[src/rtl/bp_pkg.sv]
// Shared definitions for the dynamic branch predictor: 2-bit counter
// encodings, the counter reset value and the default table index width.
package bp_pkg;

    typedef enum logic [1:0] {
        SNT = 2'b00,
        WNT = 2'b01,
        WT  = 2'b10,
        ST  = 2'b11
    } bhtCnt_t;

    localparam bhtCnt_t CNT_RESET     = WNT;
    localparam int      DEFAULT_IDX_W = 6;

endpackage

[src/rtl/bht_table.sv]
// Direct-mapped table of 2-bit saturating counters with one combinational
// read port (forwarded from the write port) and one training write port.
module bht_table
    import bp_pkg::*;
#(
    parameter int IDX_W = DEFAULT_IDX_W
) (
    input  logic             clk,
    input  logic             reset,
    input  logic [IDX_W-1:0] rdIdx,
    output logic             rdMsb,
    input  logic             wrEn,
    input  logic [IDX_W-1:0] wrIdx,
    input  logic             wrTaken
);

    localparam int DEPTH = 1 << IDX_W;

    logic [1:0] ctrs [DEPTH];
    logic [1:0] wrCur;
    logic [1:0] wrVal;
    logic [1:0] rdCnt;

    always_comb begin
        wrCur = ctrs[wrIdx];
        wrVal = wrCur;
        if (wrTaken) begin
            if (wrCur != ST) wrVal = wrCur + 2'd1;
        end else begin
            if (wrCur != SNT) wrVal = wrCur - 2'd1;
        end
    end

    // A read of the entry being trained this cycle sees the trained value.
    always_comb begin
        rdCnt = ctrs[rdIdx];
        if (wrEn && (wrIdx == rdIdx)) rdCnt = wrVal;
    end

    assign rdMsb = rdCnt[1];

    always_ff @(posedge clk) begin
        if (reset) begin
            for (int i = 0; i < DEPTH; i++) ctrs[i] <= CNT_RESET;
        end else if (wrEn) begin
            ctrs[wrIdx] <= wrVal;
        end
    end

endmodule

[src/rtl/branch_predictor.sv]
// Branch predictor and resolution unit: decode-stage lookup, D->E prediction
// register, execute-stage resolution, table training and mispredict statistics.
module branch_predictor
    import bp_pkg::*;
#(
    parameter int IDX_W = DEFAULT_IDX_W,
    parameter int CNT_W = 16
) (
    input  logic             clk,
    input  logic             reset,
    input  logic [31:0]      pcD,
    input  logic             branchD,
    input  logic             flushE,
    input  logic             takenE,
    output logic             brbitD,
    output logic             branchE,
    output logic             brbitE,
    output logic             branchCorrectE,
    output logic             mispredictE,
    output logic [CNT_W-1:0] mispredCount
);

    logic [IDX_W-1:0] idxD;
    logic [IDX_W-1:0] idxE;
    logic             unusedPcBits;

    assign idxD         = pcD[IDX_W+1:2];
    assign unusedPcBits = ^{pcD[31:IDX_W+2], pcD[1:0]};

    bht_table #(
        .IDX_W(IDX_W)
    ) uTable (
        .clk    (clk),
        .reset  (reset),
        .rdIdx  (idxD),
        .rdMsb  (brbitD),
        .wrEn   (branchE),
        .wrIdx  (idxE),
        .wrTaken(takenE)
    );

    // A flushed slot becomes a bubble, so it never trains the table.
    always_ff @(posedge clk) begin
        if (reset || flushE) begin
            branchE <= 1'b0;
            brbitE  <= 1'b0;
            idxE    <= '0;
        end else begin
            branchE <= branchD;
            brbitE  <= brbitD;
            idxE    <= idxD;
        end
    end

    assign branchCorrectE = ~branchE | (brbitE == takenE);
    assign mispredictE    = branchE & (brbitE != takenE);

    always_ff @(posedge clk) begin
        if (reset) begin
            mispredCount <= '0;
        end else if (mispredictE && (mispredCount != '1)) begin
            mispredCount <= mispredCount + CNT_W'(1);
        end
    end

endmodule

[config.mk]
export PLATFORM = sky130hd
export DESIGN_NAME = branch_predictor
export DESIGN_NICKNAME = d
export VERILOG_FILES = /design/src/rtl/bp_pkg.sv /design/src/rtl/bht_table.sv /design/src/rtl/branch_predictor.sv
export SDC_FILE = /design/constraint.sdc
export NUM_CORES = 1
export LEC_CHECK = 0
export CAP_MARGIN = 30
export CORE_UTILIZATION = 39
export DETAILED_ROUTE_END_ITERATION = 10
export PLACE_DENSITY = 0.65
export RECOVER_POWER = 25
export SETUP_SLACK_MARGIN = 0.2
export SKIP_LAST_GASP = 1
export SLEW_MARGIN = 15
export SYNTH_ARGS = -nofsm -noshare
export SYNTH_HDL_FRONTEND = slang
export SYNTH_SLANG_ARGS = --single-unit
export TNS_END_PERCENT = 50
[constraint.sdc]
create_clock -name clk -period 3.3 [get_ports clk]
set_clock_uncertainty 0.2 [all_clocks]
set_input_delay 0.66 -clock clk [delete_from_list [all_inputs] [get_ports clk]]
set_output_delay 0.66 -clock clk [all_outputs]
set_load 0.03 [all_outputs]
==> reports/metrics.yaml <==
outcome: "complete, but fails checks"
violations: "max-capacitance violations, max-slew violations, negative setup slack"
drt-vias-per-instance: 6.09
place_ws_ns: -1.05
synth_top_flop_cell: "edfxtp_1"
num_antenna_cells: 0
clk_latency_ns: 0.44
die_w_um: 149
r2r_cells: 19
antenna_left: 0
path_class: "flop to primary output"
grt_overflow_total: 0
startpoint: "idxE[0]"
drcViolationCount: 0
grt_max_degree: 83
fin_util_pct: 54.1
synth.most_common_cell: "edfxtp_1"
clkTransAtPathRegs_ns: 0.06
highest_layer: "met4"
crit_end: "brbitD"
comb_power_share_pct: 18.4
synth_common_cells: "edfxtp_1 (128), nor2_1 (60), nand3_1 (59), nand2_1 (47), nor3_2 (40)"
grt_usage_pct: 23.9
rsz0062_at_grt: "yes"
antenna_found_initial: 0
routed-wl-met2_um: 13600
synth.avg_cell_area_um2: 11.8
p_seq_share_pct: 44.1
seq_area_frac_synth_pct: 51.6
fin_crit_sh_pct: 112
dr_total_vias: 7020
start_util_pct: 39.9
hold_class: "flop to flop"
cap_viol_max_count: 1
r2r_end: "uTable.ctrs[43][1]"
dp_cells: 1060
worst_setup_path_start_kind: "flop"
synth_cells: 711
p_sw_share_pct: 26.4
synth_enable_flop_cells: 128
final_cells: 1152
grt_pass1_vias: 6637
power.internal_w: 0.00358
slew_headroom_pct: -20.7
core_um2: 21000
power.leakage_nw: 4.01
numPortBuffers: 31
fin_nets: 902
yosysTopAreaCell: "edfxtp_1"
first_pass_iters: 5
clock_power_share_pct: 37.5
fill_cells: 1686
clock-sinks: 152
ys_warn_count: 0
setup_slack_ns: -0.388
cts_hold_buffers: 0
cts.path.max_buffers: 2
boundaryPins: 58
drt_wl_total_um: 28100
reg2reg_from: "idxE[1]"
setup_viol: 66
grt_pass1_wl_um: 38800
detail_route.wl_per_cell_um: 24.4
wl_met1_um: 10800
syn_area_um2: 8380
die_area_um2: 22100
p_per_area_nw_per_um2: 428
worstPathRequired_ns: 2.44
ys_types: 58
synthToLayoutAreaGrowth_pct: 35.7
syn_nets: 749
cts_tree: "yes"
numCtsBuffers: 17
hold_violations: 0
met3WireLength_um: 2630
hpwl_um: 17800
std_cell_rows: 53
endpoint_kind: "primary output"
crit_fanout: 5
place_congestion: 0.979
worstPathArrival_ns: 2.83
synth_area_leaders: "edfxtp_1 (46%), mux4_2 (8.1%), dfxtp_1 (5.7%)"
r2r_slack_ns: -0.37
drtIter0Drc: 951
period_needed_ns: 3.69
ir_worst_vdd_mv: 0.269
fmax_mhz: 271
yosysTopAreaCellShare_pct: 45.8
cts_max_level: 4
power_switching_w: 0.00129
worst_pin_slew_ns: 1.81
synth-async-reset-ratio_pct: 0
ys_ff_latch: 152
cts-root-buf: "clkbuf_16"
maxSlewViolCount: 83
drive_gt1_share_pct: 38.1
fp.dieH_um: 149
whs_ns: 0.318
==> worst min path at each step <==
stage,cells past startpoint,slack (ns),from,end
finish,2,0.32,mispredCount[13],mispredCount[13]
global route,2,0.33,mispredCount[13],mispredCount[13]
CTS,2,0.31,mispredCount[13],mispredCount[13]
detailed placement,2,0.30,mispredCount[13],mispredCount[13]
global placement,2,0.28,mispredCount[13],mispredCount[13]
floorplan,2,0.42,mispredCount[13],mispredCount[13]
==> layer usage <==
| layer | vias to the layer above | track usage, % |
|---|---|---|
| met5 | - | 0 |
| met4 | 0 | 9.79 |
| met3 | 86 | 5.06 |
| met2 | 434 | 38.5 |
| met1 | 3524 | 31.1 |
| li1 | 2976 | - |
==> cells by family (layout without fill, tap and decap cells) <==
kind of cell | Yosys count | after routing | synth area share [%]
mux | 63 | 63 | 12.0
fa+ha+maj | 3 | 3 | 0.403
simple gates | 301 | 301 | 20.5
buf+inv | 76 | 242 | 4.76
flops | 152 | 152 | 51.6
xor+xnor | 20 | 20 | 2.09
compound gates | 96 | 96 | 8.72
==> state kept, by name, indices dropped and copies added, names as in the netlist <==
register and cells:
brbitE 1, idxE 6, mispredCount 16, uTable.ctrs 128, branchE 1
==> stage by stage <==
step	TNS, ns	total power, W	instance area (µm²)
after floorplan	0	0.00253	8440
after global placement	-18.31	0.00269	9640
after detailed placement	-21.10	0.00271	9640
after CTS	-13.00	0.00455	10500
after global routing	-17.46	0.00497	11400
final	-15.91	0.00487	11400
==> placed cells by master (no fill, tap or decap), drive strengths merged, types with 30 or more instances in the layout <==
cell    count
clkbuf     33
a21o       33
nor3       49
mux2i      33
nor2       60
nand2      47
nand3      59
buf       165
mux4       30
edfxtp    128
==> worst max-delay path, cell delays in order (launching register included) <==
cell	delay (ns)
dfxtp_4	0.39
buf_12	0.14
nor2b_4	0.12
buf_4	0.14
a221o_1	0.36
a21oi_2	0.24
o22ai_2	0.11
nor4_2	0.31
buf_4	0.18
maj3_4	0.20
a21oi_4	0.05
buf_6	0.13
==> cell type report <==
class	instances	area (µm²)	area share (%)
flip-flops and latches	152	4330	38.1
multi-input cells	483	3990	35.0
repair buffers	204	2150	18.9
clock buffers	22	475	4.18
well taps	275	344	3.02
clock inverters	10	66.3	0.583
inverters	6	22.5	0.198
==> power groups by stage <==
| stage | combinational (W) | sequential (W) | clock [W] |
|---|---|---|---|
| after floorplan | 0.000362 | 0.00217 | 0 |
| after global placement | 0.000511 | 0.00218 | 0 |
| after detailed placement | 0.000525 | 0.00218 | 0 |
| after CTS | 0.000562 | 0.00214 | 0.00184 |
| after global routing | 0.000918 | 0.00215 | 0.00190 |
| final | 0.000894 | 0.00215 | 0.00183 |
==> what timing repair did <==
item / CTS / global route
setup endpoints to repair: 131 / 131
resized for setup: 39 / 71
pin swaps: 8 / 16
buffers inserted: 9 / 35
gates cloned: 3 / 12
Power figures use the tool's default switching activity.
